File: src/rtl/pipeline_mem_stage_pkg.sv
// mem_pkg: shared constants, state encoding and helpers for the RV64 memory stage.
package mem_pkg;
    localparam logic [1:0] SZ_B = 2'd0;
    localparam logic [1:0] SZ_H = 2'd1;
    localparam logic [1:0] SZ_W = 2'd2;
    localparam logic [1:0] SZ_D = 2'd3;
    localparam logic [1:0] WB_ZERO = 2'b00;
    localparam logic [1:0] WB_PC4  = 2'b01;
    localparam logic [1:0] WB_ALU  = 2'b10;
    localparam logic [1:0] WB_MEM  = 2'b11;
    localparam int TO_W = 8;
    typedef enum logic {IDLE = 1'b0, BUSY = 1'b1} state_t;
    function automatic logic [7:0] size_mask(input logic [1:0] sz);
        return sz == SZ_B ? 8'h01 : sz == SZ_H ? 8'h03 : sz == SZ_W ? 8'h0F : 8'hFF;
    endfunction
endpackage

File: src/rtl/pipeline_mem_stage_if.sv
// pipeline_mem_stage_if: req/ack data-memory port between the memory stage and the data memory.
interface pipeline_mem_stage_if #(parameter int XLEN = 64);
    logic            dmem_req;
    logic            dmem_we;
    logic [XLEN-1:0] dmem_addr;
    logic [XLEN-1:0] dmem_wdata;
    logic [7:0]      dmem_wstrb;
    logic            dmem_ack;
    logic [XLEN-1:0] dmem_rdata;
    modport master (output dmem_req, dmem_we, dmem_addr, dmem_wdata, dmem_wstrb, input dmem_ack, dmem_rdata);
    modport slave  (input dmem_req, dmem_we, dmem_addr, dmem_wdata, dmem_wstrb, output dmem_ack, dmem_rdata);
endinterface

File: src/rtl/pipeline_mem_stage_align.sv
// mem_align_unit: byte-lane placement of store data/strobes, load extraction with extension, misalignment detection.
module mem_align_unit import mem_pkg::*; #(parameter int XLEN = 64) (
    input  logic [2:0]      funct3,
    input  logic [2:0]      off,
    input  logic [XLEN-1:0] rs2,
    input  logic [XLEN-1:0] rdata,
    output logic [XLEN-1:0] wdata,
    output logic [7:0]      wstrb,
    output logic [XLEN-1:0] load_data,
    output logic            misaligned
);
    logic [1:0]      sz;
    logic            sx;
    logic [XLEN-1:0] sh;
    always_comb begin
        sz = funct3[1:0];
        sx = ~funct3[2];
        sh = rdata >> {off, 3'b000};
        wdata = rs2 << {off, 3'b000};
        wstrb = size_mask(sz) << off;
        misaligned = (sz == SZ_H && off[0]) || (sz == SZ_W && |off[1:0]) || (sz == SZ_D && |off);
        load_data = sz == SZ_B ? {{(XLEN-8){sx & sh[7]}}, sh[7:0]} :
                    sz == SZ_H ? {{(XLEN-16){sx & sh[15]}}, sh[15:0]} :
                    sz == SZ_W ? {{(XLEN-32){sx & sh[31]}}, sh[31:0]} : sh;
    end
endmodule

File: src/rtl/pipeline_mem_stage.sv
// pipeline_mem_stage: RV64 memory-access stage with IDLE/BUSY request FSM, timeout abort and MEM/WB register.
module pipeline_mem_stage import mem_pkg::*; #(
    parameter int XLEN    = 64,
    parameter int TIMEOUT = 255
) (
    input  logic            clk,
    input  logic            reset,
    input  logic            valid_EX,
    input  logic [XLEN-1:0] alu_result_EX,
    input  logic [XLEN-1:0] rs2_data_EX,
    input  logic [4:0]      rd_EX,
    input  logic            reg_write_EX,
    input  logic [1:0]      rf_wr_sel_EX,
    input  logic            mem_read_EX,
    input  logic            mem_write_EX,
    input  logic [2:0]      funct3_EX,
    input  logic [XLEN-1:0] pc_EX,
    input  logic            flush_MEM,
    pipeline_mem_stage_if.master dmem,
    output logic            stall_MEM,
    output logic            misalign_MEM,
    output logic            bus_err_MEM,
    output logic [XLEN-1:0] alu_result_MEM,
    output logic [XLEN-1:0] mem_data_MEM,
    output logic [XLEN-1:0] pc_MEM,
    output logic [4:0]      rd_MEM,
    output logic            reg_write_MEM,
    output logic [1:0]      rf_wr_sel_MEM
);
    state_t          state_q;
    logic [TO_W-1:0] cnt_q;
    logic            flushed_q, rw_q, req_q, we_q;
    logic [2:0]      f3_q, off_q;
    logic [XLEN-1:0] alu_q, pc_q, addr_q, wdata_q;
    logic [4:0]      rd_q;
    logic [1:0]      sel_q;
    logic [7:0]      wstrb_q;
    logic            busy, mem_op, mis, go, timeout;
    logic [XLEN-1:0] wdata, load_data;
    logic [7:0]      wstrb;
    // One align unit serves both paths: EX fields when idle, captured fields while waiting for ack.
    mem_align_unit #(.XLEN(XLEN)) u_align (
        .funct3(busy ? f3_q : funct3_EX),
        .off(busy ? off_q : alu_result_EX[2:0]),
        .rs2(rs2_data_EX),
        .rdata(dmem.dmem_rdata),
        .wdata(wdata),
        .wstrb(wstrb),
        .load_data(load_data),
        .misaligned(mis)
    );
    assign busy    = state_q == BUSY;
    assign mem_op  = valid_EX & (mem_read_EX | mem_write_EX) & ~flush_MEM;
    assign go      = ~busy & mem_op & ~mis;
    assign timeout = busy & ~dmem.dmem_ack & (cnt_q == TO_W'(TIMEOUT - 1));
    assign stall_MEM = reset & (go | (busy & ~dmem.dmem_ack));
    assign dmem.dmem_req   = req_q;
    assign dmem.dmem_we    = we_q;
    assign dmem.dmem_addr  = addr_q;
    assign dmem.dmem_wdata = wdata_q;
    assign dmem.dmem_wstrb = wstrb_q;
    always_ff @(posedge clk or negedge reset) begin
        if (!reset) begin
            state_q        <= IDLE;
            cnt_q          <= '0;
            flushed_q      <= 1'b0;
            f3_q           <= '0;
            off_q          <= '0;
            alu_q          <= '0;
            pc_q           <= '0;
            rd_q           <= '0;
            rw_q           <= 1'b0;
            sel_q          <= '0;
            req_q          <= 1'b0;
            we_q           <= 1'b0;
            addr_q         <= '0;
            wdata_q        <= '0;
            wstrb_q        <= '0;
            misalign_MEM   <= 1'b0;
            bus_err_MEM    <= 1'b0;
            alu_result_MEM <= '0;
            mem_data_MEM   <= '0;
            pc_MEM         <= '0;
            rd_MEM         <= '0;
            reg_write_MEM  <= 1'b0;
            rf_wr_sel_MEM  <= '0;
        end else begin
            misalign_MEM   <= ~busy & mem_op & mis;
            bus_err_MEM    <= timeout;
            // Bubble unless a branch below loads a real instruction.
            alu_result_MEM <= '0;
            mem_data_MEM   <= '0;
            pc_MEM         <= '0;
            rd_MEM         <= '0;
            reg_write_MEM  <= 1'b0;
            rf_wr_sel_MEM  <= '0;
            if (!busy) begin
                if (go) begin
                    state_q   <= BUSY;
                    cnt_q     <= '0;
                    flushed_q <= 1'b0;
                    f3_q      <= funct3_EX;
                    off_q     <= alu_result_EX[2:0];
                    alu_q     <= alu_result_EX;
                    pc_q      <= pc_EX;
                    rd_q      <= rd_EX;
                    rw_q      <= reg_write_EX;
                    sel_q     <= rf_wr_sel_EX;
                    req_q     <= 1'b1;
                    we_q      <= mem_write_EX;
                    addr_q    <= {alu_result_EX[XLEN-1:3], 3'b000};
                    wdata_q   <= wdata;
                    wstrb_q   <= mem_write_EX ? wstrb : 8'h00;
                end else if (valid_EX & ~flush_MEM & ~mem_read_EX & ~mem_write_EX) begin
                    alu_result_MEM <= alu_result_EX;
                    pc_MEM         <= pc_EX;
                    rd_MEM         <= rd_EX;
                    reg_write_MEM  <= reg_write_EX;
                    rf_wr_sel_MEM  <= rf_wr_sel_EX;
                end
            end else if (dmem.dmem_ack) begin
                state_q <= IDLE;
                req_q   <= 1'b0;
                if (!(flushed_q | flush_MEM)) begin
                    alu_result_MEM <= alu_q;
                    mem_data_MEM   <= we_q ? '0 : load_data;
                    pc_MEM         <= pc_q;
                    rd_MEM         <= rd_q;
                    reg_write_MEM  <= rw_q & ~we_q;
                    rf_wr_sel_MEM  <= sel_q;
                end
            end else if (timeout) begin
                state_q <= IDLE;
                req_q   <= 1'b0;
            end else begin
                cnt_q     <= cnt_q + TO_W'(1);
                flushed_q <= flushed_q | flush_MEM;
            end
        end
    end
endmodule
File: src/flat_wrapper.sv
// flat-port wrapper written by rule: the top's interface ports become plain ports
module pipeline_mem_stage_flat import mem_pkg::*;
#(
    parameter int XLEN    = 64,
    parameter int TIMEOUT = 255
)
  (clk, reset, valid_EX, alu_result_EX, rs2_data_EX, rd_EX, reg_write_EX, rf_wr_sel_EX, mem_read_EX, mem_write_EX, funct3_EX, pc_EX, flush_MEM, stall_MEM, misalign_MEM, bus_err_MEM, alu_result_MEM, mem_data_MEM, pc_MEM, rd_MEM, reg_write_MEM, rf_wr_sel_MEM, dmem_dmem_req, dmem_dmem_we, dmem_dmem_addr, dmem_dmem_wdata, dmem_dmem_wstrb, dmem_dmem_ack, dmem_dmem_rdata);
  pipeline_mem_stage_if #(.XLEN(XLEN)) dmem_i ();
  input  logic clk;
  input  logic reset;
  input  logic valid_EX;
  input  logic [XLEN-1:0] alu_result_EX;
  input  logic [XLEN-1:0] rs2_data_EX;
  input  logic [4:0] rd_EX;
  input  logic reg_write_EX;
  input  logic [1:0] rf_wr_sel_EX;
  input  logic mem_read_EX;
  input  logic mem_write_EX;
  input  logic [2:0] funct3_EX;
  input  logic [XLEN-1:0] pc_EX;
  input  logic flush_MEM;
  output logic stall_MEM;
  output logic misalign_MEM;
  output logic bus_err_MEM;
  output logic [XLEN-1:0] alu_result_MEM;
  output logic [XLEN-1:0] mem_data_MEM;
  output logic [XLEN-1:0] pc_MEM;
  output logic [4:0] rd_MEM;
  output logic reg_write_MEM;
  output logic [1:0] rf_wr_sel_MEM;
  output wire logic [$bits(dmem_i.dmem_req)-1:0] dmem_dmem_req;
  output wire logic [$bits(dmem_i.dmem_we)-1:0] dmem_dmem_we;
  output wire logic [$bits(dmem_i.dmem_addr)-1:0] dmem_dmem_addr;
  output wire logic [$bits(dmem_i.dmem_wdata)-1:0] dmem_dmem_wdata;
  output wire logic [$bits(dmem_i.dmem_wstrb)-1:0] dmem_dmem_wstrb;
  input wire logic [$bits(dmem_i.dmem_ack)-1:0] dmem_dmem_ack;
  input wire logic [$bits(dmem_i.dmem_rdata)-1:0] dmem_dmem_rdata;
  assign dmem_dmem_req = dmem_i.dmem_req;
  assign dmem_dmem_we = dmem_i.dmem_we;
  assign dmem_dmem_addr = dmem_i.dmem_addr;
  assign dmem_dmem_wdata = dmem_i.dmem_wdata;
  assign dmem_dmem_wstrb = dmem_i.dmem_wstrb;
  assign dmem_i.dmem_ack = dmem_dmem_ack;
  assign dmem_i.dmem_rdata = dmem_dmem_rdata;
  pipeline_mem_stage #(.XLEN(XLEN), .TIMEOUT(TIMEOUT)) u_core (.clk(clk), .reset(reset), .valid_EX(valid_EX), .alu_result_EX(alu_result_EX), .rs2_data_EX(rs2_data_EX), .rd_EX(rd_EX), .reg_write_EX(reg_write_EX), .rf_wr_sel_EX(rf_wr_sel_EX), .mem_read_EX(mem_read_EX), .mem_write_EX(mem_write_EX), .funct3_EX(funct3_EX), .pc_EX(pc_EX), .flush_MEM(flush_MEM), .dmem(dmem_i), .stall_MEM(stall_MEM), .misalign_MEM(misalign_MEM), .bus_err_MEM(bus_err_MEM), .alu_result_MEM(alu_result_MEM), .mem_data_MEM(mem_data_MEM), .pc_MEM(pc_MEM), .rd_MEM(rd_MEM), .reg_write_MEM(reg_write_MEM), .rf_wr_sel_MEM(rf_wr_sel_MEM));
endmodule
File: config.mk
export PLATFORM = sky130hd
export DESIGN_NAME = pipeline_mem_stage_flat
export DESIGN_NICKNAME = d
export VERILOG_FILES = /design/src/rtl/pipeline_mem_stage_pkg.sv /design/src/rtl/pipeline_mem_stage_if.sv /design/src/rtl/pipeline_mem_stage_align.sv /design/src/rtl/pipeline_mem_stage.sv /design/src/flat_wrapper.sv
export SDC_FILE = /design/constraint.sdc
export NUM_CORES = 1
export LEC_CHECK = 0
export CORE_AREA = 8 8 235 237
export DETAILED_ROUTE_END_ITERATION = 8
export DIE_AREA = 0 0 243 245
export PLACE_DENSITY = 0.67
export SETUP_SLACK_MARGIN = 0.5
export SLEW_MARGIN = 20
export SYNTH_ARGS = -nofsm -noshare
export SYNTH_HDL_FRONTEND = slang
export SYNTH_SLANG_ARGS = --single-unit
File: constraint.sdc
create_clock -name clk -period 3.01 [get_ports clk]
set_clock_uncertainty 0.15 [all_clocks]
set_input_delay 0.4515 -clock clk [delete_from_list [all_inputs] [get_ports clk]]
set_output_delay 0.4515 -clock clk [all_outputs]
set_load 0.1 [all_outputs]
=== After elaboration in Yosys (flattened, before gate mapping) ===
Cells that the tools add are included.
W data, S select, Z words.

* Output and inout bits: 341
* Word-level logic and storage cells: 126
* Bits in latches: 0
* Input port bits: 274
* Memories kept: 0
* Bits in writable memories: 0
* Register bits after elaboration: 489
* ROM bits: 0

* Shift-type cells: 3
* Multiply operators: 0
* Eq/ne operators: 7
* Reductions and logical operators: 12
* Add/sub/neg operators: 1
* Magnitude comparators: 0
* Divide/modulo/power cells: 0
* Muxes and demuxes: 54
* Bitwise gates (word level): 26

{| class="wikitable"
|+ Operators by type and width
! cell !! count
|-
| $mux W64 || 17
|-
| $mux W8 || 8
|-
| $shl A64 B6 Y64 || 1
|-
| $shr A64 B6 Y64 || 1
|-
| $mux W5 || 5
|-
| $mux W1 || 17
|-
| $and A1 B1 Y1 || 15
|-
| $mux W2 || 5
|-
| $add A8 B1 Y8 const B || 1
|-
| $eq A8 B8 Y1 const B || 1
|-
| $not A1 Y1 || 8
|-
| $shl A8 B3 Y8 || 1
|-
| $mux W3 || 2
|-
| $eq A2 B2 Y1 const B || 2
|-
| $ne A2 B2 Y1 const B || 2
|-
| $reduce_and A2 Y1 || 2
|-
| $logic_and A1 B1 Y1 || 3
|-
| $ne A3 B3 Y1 const B || 1
|-
| $or A1 B1 Y1 || 3
|-
| $reduce_and A3 Y1 || 1
|-
| $reduce_or A3 Y1 || 1
|-
| $eq A2 B1 Y1 const B || 1
|-
| $logic_not A2 Y1 || 1
|-
| $logic_or A1 B1 Y1 || 2
|-
| other kinds (2) || 2
|}

=== Longest topological paths before layout ===
Gate-level depths: netlist of run 1.

* Depth after elaboration: 10
* Gate-level depth with buffers: 10
* Mapped depth without buffers: 7

=== Modules after synthesis ===
Synthesis of run 1 repeated with hierarchy kept, for this count alone.

* Cell total of the unflattened synthesis: 2,130
* Area total of the unflattened synthesis: 19,887.8 um^2

{| class="wikitable"
|+ By module, submodules not included
! module !! seq. area each (um^2) !! area each (um^2) !! cells an instance !! instances
|-
| pipeline_mem_stage || 10,635.2 || 15,891.5 || 1,471 || 1
|-
| mem_align_unit || 0.0 || 3,996.3 || 659 || 1
|}

=== Least setup slack after synthesis of run 1 ===
Ideal clock, no wire load.

* Path kind: register to output
* From: reg u_core.state_q (netlist: u_core.busy)
* To: out stall_MEM
* Arrival time: 4,003 ps
* Cell stages (with the launch flop): 8
* Path buffers: 4
* Slack: -1,594 ps
* Required time: 2,408 ps
* Path through: dfrtp_1 buf_4 buf_2 mux2_2 a221o_1 clkbuf_1 clkbuf_1 a21boi_0

* Word-level cells in the longest chain between the ends: 9
* Elaborated cells on any way between the ends: 19
* Those cells by class: eq/ne: 3; mux: 2; bitwise: 7; reduce/logical: 7

{| class="wikitable"
|+ RTL lines
! what !! line !! RTL
|-
| from (decl) || pipeline_mem_stage.sv:30 || <nowiki>state_t state_q;</nowiki>
|-
| from (signal assigned) || pipeline_mem_stage.sv:64 || <nowiki>state_q <= IDLE;</nowiki>
|-
| from (signal assigned) || pipeline_mem_stage.sv:99 || <nowiki>state_q <= BUSY;</nowiki>
|-
| from (signal assigned) || pipeline_mem_stage.sv:122 || <nowiki>state_q <= IDLE;</nowiki>
|-
| $mux W3, on equally long branches || pipeline_mem_stage.sv:43, pipeline_mem_stage.sv:44 ||
|-
| $eq A2 B1 Y1, or another cell as far along || pipeline_mem_stage_align.sv:21 || <nowiki>misaligned = (sz == SZ_H && off[0]) || (sz == SZ_W && |off[1:0]) || (sz == SZ_D && |off);</nowiki>
|-
| $logic_and A1 B1 Y1 || pipeline_mem_stage_align.sv:21 ||
|-
| $logic_or A1 B1 Y1 (2 in series) || pipeline_mem_stage_align.sv:21 ||
|-
| $not A1 Y1 || pipeline_mem_stage.sv:54 || <nowiki>assign go = ~busy & mem_op & ~mis;</nowiki>
|-
| $and A1 B1 Y1 || pipeline_mem_stage.sv:54 ||
|-
| $or A1 B1 Y1 (*) || pipeline_mem_stage.sv:56 || <nowiki>assign stall_MEM = reset & (go | (busy & ~dmem.dmem_ack));</nowiki>
|-
| $and A1 B1 Y1 (*) || pipeline_mem_stage.sv:56 ||
|-
| to (decl) || flat_wrapper.sv:22 || <nowiki>output logic stall_MEM;</nowiki>
|}

Every way passes the cells marked *; elsewhere a longest branch is shown, timed or not.

=== Worst setup path after layout of run 1 ===
Same ends and word-level chain as after synthesis.

==> results of run 1 <==
==> critical path: cells and delay by family (launching register included) <==
family	cells	cell delay [ns]
buf+inv	2	0.39
mux	1	0.31
compound gates	2	0.69
flops	1	0.46
==> cell type report <==
type,count,area (um2)
antenna,4,10.0
clock buffer,72,1420
clock inverter,11,209
fill,4261,21300
inverter,5,18.8
multi-input combinational,1368,9570
sequential,425,10600
tap,688,861
timing repair buffer,758,7700
==> cell usage in the layout (no fill, tap or decap), types with 8 or more instances in the layout <==
| cell | instances |
|---|---|
| nor2_2 | 12 |
| mux2i_2 | 8 |
| a21oi_1 | 36 |
| buf_6 | 13 |
| a32oi_1 | 9 |
| mux2i_1 | 65 |
| clkbuf_16 | 74 |
| o21ai_0 | 32 |
| buf_16 | 13 |
| dfrtp_1 | 424 |
| nand3_1 | 101 |
| a22o_1 | 135 |
| a211oi_2 | 8 |
| buf_4 | 385 |
| nand2_4 | 79 |
| nor2_1 | 39 |
| a31oi_1 | 29 |
| nor4_4 | 31 |
| clkbuf_8 | 15 |
| nor3_4 | 8 |
| mux2i_4 | 10 |
| o2bb2ai_1 | 13 |
| clkdlybuf4s50_1 | 272 |
| buf_8 | 11 |
| nor2_4 | 14 |
| nand3_2 | 22 |
| nand2_2 | 117 |
| clkbuf_1 | 10 |
| o31ai_1 | 11 |
| nand2_1 | 479 |
| buf_12 | 35 |
| a31oi_4 | 9 |
==> metrics by stage <==
| stage | area, um2 | utilization |
|---|---|---|
| final | 30400 | 0.588 |
| after detailed placement | 25100 | 0.485 |
| after global routing | 30400 | 0.588 |
| after CTS | 28000 | 0.542 |
| after floorplan | 19200 | - |
| after global placement | 25100 | 0.485 |
==> metal layers <==
metal  up-vias  wire length [um]  global-route usage
met5         -                47                   0
met4         6              3120              0.0739
met3       204              7090              0.0611
met2      1012             41200               0.413
met1      9153             31900               0.311
li1       8055                 -                   -
==> flip-flops by register name, indices dropped and copies added, names as in the netlist, 2 cells and up <==
register	cells
u_core.cnt_q	8
u_core.f3_q	3
u_core.pc_MEM	64
u_core.sel_q	2
u_core.dmem.dmem_wstrb	8
u_core.rd_q	5
u_core.rf_wr_sel_MEM	2
u_core.alu_result_MEM	64
u_core.rd_MEM	5
u_core.alu_q	63
u_core.mem_data_MEM	64
u_core.pc_q	64
u_core.dmem.dmem_wdata	64
==> power groups by stage <==
| stage | sequential, mW | combinational, mW | clock, mW |
|---|---|---|---|
| after global routing | 8.16 | 13.4 | 6.40 |
| after floorplan | 11.2 | 5.54 | 0 |
| after detailed placement | 8.03 | 11.6 | 0 |
| after global placement | 7.99 | 11.5 | 0 |
| final | 8.04 | 12.9 | 6.06 |
| after CTS | 7.98 | 12.0 | 6.19 |
==> timing repair <==
item / CTS / global route
hold buffers: 1 / 0
gates cloned: 8 / 41
setup buffers: 10 / 21
gates resized for setup: 220 / 327
endpoints found under the hold margin: 234 / 0
pin swaps: 141 / 127
endpoints found under the setup margin: 78 / 278
==> worst max path at each step <==
stage | cells past startpoint | slack, ns | from | end
global placement | 8 | 0.07 | alu_result_EX[1] | u_core.mem_data_MEM[62]$_DFF_PN0_
finish | 5 | -0.03 | u_core.busy$_DFF_PN0_ | stall_MEM
detailed placement | 8 | -0.04 | alu_result_EX[1] | u_core.mem_data_MEM[62]$_DFF_PN0_
CTS | 6 | -0.10 | u_core.busy$_DFF_PN0_ | stall_MEM
global route | 6 | -0.11 | u_core.busy$_DFF_PN0_ | stall_MEM
floorplan | 7 | 0.22 | u_core.busy$_DFF_PN0_ | stall_MEM
==> cell families after synthesis <==
group                    count (synthesis)
AO/OA/AOI/OAI                          329
adder cells (fa/ha/maj)                  2
XOR/XNOR                                 5
flip-flops                             425
buffers and inverters                  228
other                                    1
multiplexers                            90
AND/OR/NAND/NOR                        939
==> results.txt, run 1 <==
R2R setup slack -> 0.11 ns
ANT nets after route -> 0
Post-synthesis simple-gate area fraction -> 0.202
Slowest CP cell -> dfrtp_2
Crit-path cells -> buf_12 -> mux2_4 -> a221o_4 -> a21boi_4 -> buf_12
PD cells -> 887 nW/um2
Post-Layout Cell Count -> 3331
Register area share after synthesis -> 0.556
Most common cell in the netlist -> nand2_1
P_int -> 13.9 mW
Cell taking the most area after synthesis -> dfrtp_1
Dpl ws -> -0.0365 ns
IO buf count -> 611
Grt total ovfl -> 0
Largest stage delay, worst path -> 0.46 ns
Tmin final -> 3.04 ns
Measured slew at the worst slew-check pin -> 0.963 ns
Crit path DAT -> 2.43 ns
Most common library cells after synthesis -> nand2_1 (675), dfrtp_1 (425), a22o_1 (135), nand3_1 (126), clkbuf_1 (104)
Number of synthesized flops with an enable pin -> 0
# DRC -> 0
Vias per std cell -> 5.53
FF+latch count, synth -> 425
Slew HR -> 0.358
Total design power -> 27.0 mW
Hpwl dp -> 53000 um
Compound-Gate Fraction of Synth Area -> 0.129
Syn Area/Cell -> 9.48 um2
Vias -> 18400
Synth async-reset ratio -> 1.00
Setup WS post-layout -> -0.0261 ns
RSZ-0062 raised after global routing -> yes
Hold Crit Class -> input pin to async pin
Row count -> 84
Peak VDD IR -> 0.000940 V
TritonCTS Buffers -> 46
DIE AREA -> 59500 um2
Hold slack -> 0.171 ns
Synth area leaders -> dfrtp_1 (56%), nand2_1 (13%), a22o_1 (6.2%), mux2i_1 (4.3%), nand3_1 (3.3%)
Vias in the first global route -> 17700
Switch Pwr -> 13.1 mW
Post-Synth Adder-Cell Area -> 0.00131
Clock sinks -> 425
Clk buf depth -> 3
Largest net degree at the start of global routing -> 142
Initial DRT Pass Iterations -> 6
Mapped Area -> 19100 um2
Area growth syn-to-layout -> 58.9%
CTS tree -> done
Sequential fraction of design power -> 0.298
Worst Setup Path Type -> flop to output pin
Htree depth -> 2
Post-synthesis xor/xnor area fraction -> 0.00229
Final setup fails -> 1
Multiplexer area fraction after synthesis -> 0.0483
Share of layout cells above drive strength 1 -> 0.346
Leak -> 14.9 nW
Switching share of total power -> 0.486
Outcome -> complete, but fails checks
First DRT Iteration DRCs -> 1535
Initial Util -> 0.370
Fmax -> 329 MHz
Core ar. -> 51700 um2
Netlist cell types -> 56
Final Hold Viols -> 0
Clk pin slew, worst setup/hold paths -> 0.07 ns
Most frequent cell on the critical path -> buf_12
Max-cap viol count -> 0
First-pass GRT wire length -> 114000 um
Mapped Cells -> 2019
Clk_lat worst skew -> 0.58 ns
Layout Nets -> 2880
Failing checks -> setup timing
Clk root buf -> clkbuf_16
Yosys top cell area share -> 0.556
Antenna violations before repair -> 7
Setup TNS Final -> -0.0261 ns
Synth Flop Type -> dfrtp_1
Worst setup EP type -> output pin
Yosys warnings -> 0
Die Span X -> 243 um
GP Congestion -> 0.924
Die height -> 245 um
Slew Limit Fails -> 0
Reg-to-reg endpoint -> u_core.mem_data_MEM[57]$_DFF_PN0_
Max Fanout on Critical Path -> 6
All-Layer GR Usage -> 0.246
Period Utilization, post-route -> 1.01
Critical Path RT -> 2.41 ns
Comb pwr share -> 0.477
Combinational family with the most area after synthesis -> simple AND/OR/NAND/NOR gates
Reg-to-reg startpoint -> u_core.busy$_DFF_PN0_
Routed WL -> 83300 um
Top Ports -> 615
R2R cell count -> 11
Dpl cells -> 3163
CP Launch Type -> flop
DR WL/cell -> 25.0 um
Clock power frac -> 0.225
No activity file was read; power rests on OpenSTA's default activity.
==> run 2: changes to the inputs <==
--- a/config.mk
+++ b/config.mk
@@ -7,4 +7,5 @@
 export LEC_CHECK = 0
 export CORE_AREA = 8 8 235 237
+export CTS_CLUSTER_DIAMETER = 60
 export DETAILED_ROUTE_END_ITERATION = 8
 export DIE_AREA = 0 0 243 245
==> constraint.sdc (replaced) <==
create_clock -name clk -period 3.01 [get_ports clk]
set_clock_uncertainty 0.15 [all_clocks]
set_input_delay 0.602 -clock clk [delete_from_list [all_inputs] [get_ports clk]]
set_output_delay 0.602 -clock clk [all_outputs]
set_load 0.1 [all_outputs]
==> results.txt, run 2 (synthesis results as in run 1) <==
Outcome -> complete, but fails checks
Failing checks -> hold timing, setup timing
Crit-path cells -> buf_12 -> mux2_4 -> a221o_4 -> a21boi_4 -> buf_12
Leak -> 14.1 nW
Cell family with most CP delay -> compound AO/OA/AOI/OAI gates
Largest net degree at the start of global routing -> 161
R2R cell count -> 10
FF+latch area -> 10600 um2
Most frequent cell on the critical path -> buf_12
Crit path DAT -> 2.34 ns
Clk buf depth -> 3
Vias in the first global route -> 18200
TritonCTS Buffers -> 50
Core ar. -> 51700 um2
Largest stage delay, worst path -> 0.47 ns
Max Fanout on Critical Path -> 7
Clk pin slew, worst setup/hold paths -> 0.06 ns
Vias -> 18300
Worst setup path start -> u_core.busy$_DFF_PN0_
RSZ-0062 raised after global routing -> yes
Setup WS post-layout -> -0.0868 ns
Worst Setup Path Type -> flop to output pin
Commonest cells after routing, fill and taps aside -> nand2_1 (661), dfrtp_1 (424), buf_4 (418)
Setup TNS Final -> -0.0868 ns
Grt total ovfl -> 0
Antenna violations before repair -> 15
PD cells -> 911 nW/um2
Top Ports -> 615
Tmin final -> 3.10 ns
Clk root buf -> clkbuf_16
Clock sinks -> 425
Grt met2 use -> 0.423
DR WL/cell -> 24.0 um
Dpl ws -> -0.349 ns
Htree depth -> 2
Most Crowded Layer GR -> met2
Slew Limit Fails -> 0
Die Span X -> 243 um
Critical Path RT -> 2.26 ns
GR Util met1 -> 0.304
Multi-input gate area -> 8730 um2
Fmax -> 323 MHz
GP Congestion -> 0.916
CP Launch Type -> flop
Row count -> 84
Clk_lat worst skew -> 0.58 ns
Slowest CP cell -> dfrtp_2
Initial DRT Pass Iterations -> 5
# DRC -> 0
WP depth -> 5
Vias per std cell -> 5.47
Worst setup path endpoint -> stall_MEM
Final Hold Viols -> 9
First-pass GRT wire length -> 116000 um
Worst setup EP type -> output pin
Max-cap viol count -> 0
Routed WL -> 80300 um
Commonest non-fill, non-tap cell in the layout -> nand2_1
Met3 Use GR -> 0.0717
Period Utilization, post-route -> 1.03
First DRT Iteration DRCs -> 1382
Reg-to-reg endpoint -> u_core.mem_data_MEM[28]$_DFF_PN0_
DIE AREA -> 59500 um2
Area growth syn-to-layout -> 52.9%
Peak VDD IR -> 0.000773 V
Share of layout cells above drive strength 1 -> 0.276
All-Layer GR Usage -> 0.249
Buf/Inv on CP -> 2
CTS tree -> done
Reg-to-reg startpoint -> u_core.busy$_DFF_PN0_
Hold Crit Class -> input pin to async pin
IO buf count -> 611
Final setup fails -> 1
Layout Nets -> 2892
Die height -> 245 um
# fillers -> 4419
R2R setup slack -> 0.37 ns
Hold slack -> -0.0320 ns
Hpwl dp -> 53800 um
Slew HR -> 0.366
Initial Util -> 0.370
Measured slew at the worst slew-check pin -> 0.952 ns
ANT nets after route -> 0
==> run 2: cell types whose count changed in the layout (fill, tap and decap cells not counted), moves of 11 or more <==
cell / delta
mux2i_1: -21
nand2_2: -103
nand2_1: +182
nand3_2: -16
buf_4: +33
o21ai_1: +11
nor2_1: +19
nand3_1: +18
mux2i_4: +14
clkbuf_16: -15
nand2_4: -79
nor2_4: -11
==> run 2: power breakdown <==
| part | leakage, nW | internal (mW) | switching, mW |
|---|---|---|---|
| combinational | 7.66 | 3.20 | 9.57 |
| sequential | 5.62 | 7.00 | 0.944 |
| clock | 0.793 | 3.47 | 2.48 |
| total | 14.1 | 13.7 | 13.0 |
==> run 2: how the worst min path moves through the flow <==
| stage | startpoint | to | depth (start not counted) | slack, ns |
|---|---|---|---|---|
| final | reset | u_core.pc_MEM[19]$_DFF_PN0_ | 2 | -0.03 |
| after global routing | reset | u_core.pc_MEM[19]$_DFF_PN0_ | 2 | 0.004 |
| after CTS | reset | u_core.alu_q[8]$_DFFE_PN0P_ | 2 | 0.02 |
| after detailed placement | reset | u_core.pc_MEM[4]$_DFF_PN0_ | 1 | 0.30 |
| after global placement | reset | u_core.pc_MEM[4]$_DFF_PN0_ | 1 | 0.30 |
| after floorplan | reset | u_core.alu_q[0]$_DFFE_PN0P_ | 0 | 0.16 |
==> run 2: stage by stage <==
stage	instances	cell area, um2	utilization	power [mW]
4_1_cts	3321	28200	0.545	26.3
6_report	3351	29300	0.566	26.7
5_1_grt	3347	29300	0.566	27.7
2_1_floorplan	2021	19200	-	16.8
3_3_place_gp	3196	25300	0.489	19.6
3_5_place_dp	3196	25300	0.489	19.7
==> run 2: metal layers <==
metal	vias to the layer above	part of all wire
li1	8078	-
met1	9019	0.38
met2	990	0.49
met3	224	0.092
met4	14	0.038
met5	-	0.0012
==> run 2: timing repair <==
action                                 CTS  global route
cloned                                  12             8
endpoints found under the hold margin   13             0
resized for setup                      147           140
hold buffers                             2             0
setup endpoints to repair              266           194
pin swaps                               15            56
setup buffers                           22            12
==> run 2: layout make-up <==
cell class | instances | area share
tap | 688 | 0.0294
antenna | 10 | 0.000855
inverter | 5 | 0.000641
sequential | 425 | 0.363
timing repair buffer | 766 | 0.252
clock inverter | 19 | 0.00726
clock buffer | 70 | 0.0481
multi-input combinational | 1368 | 0.298
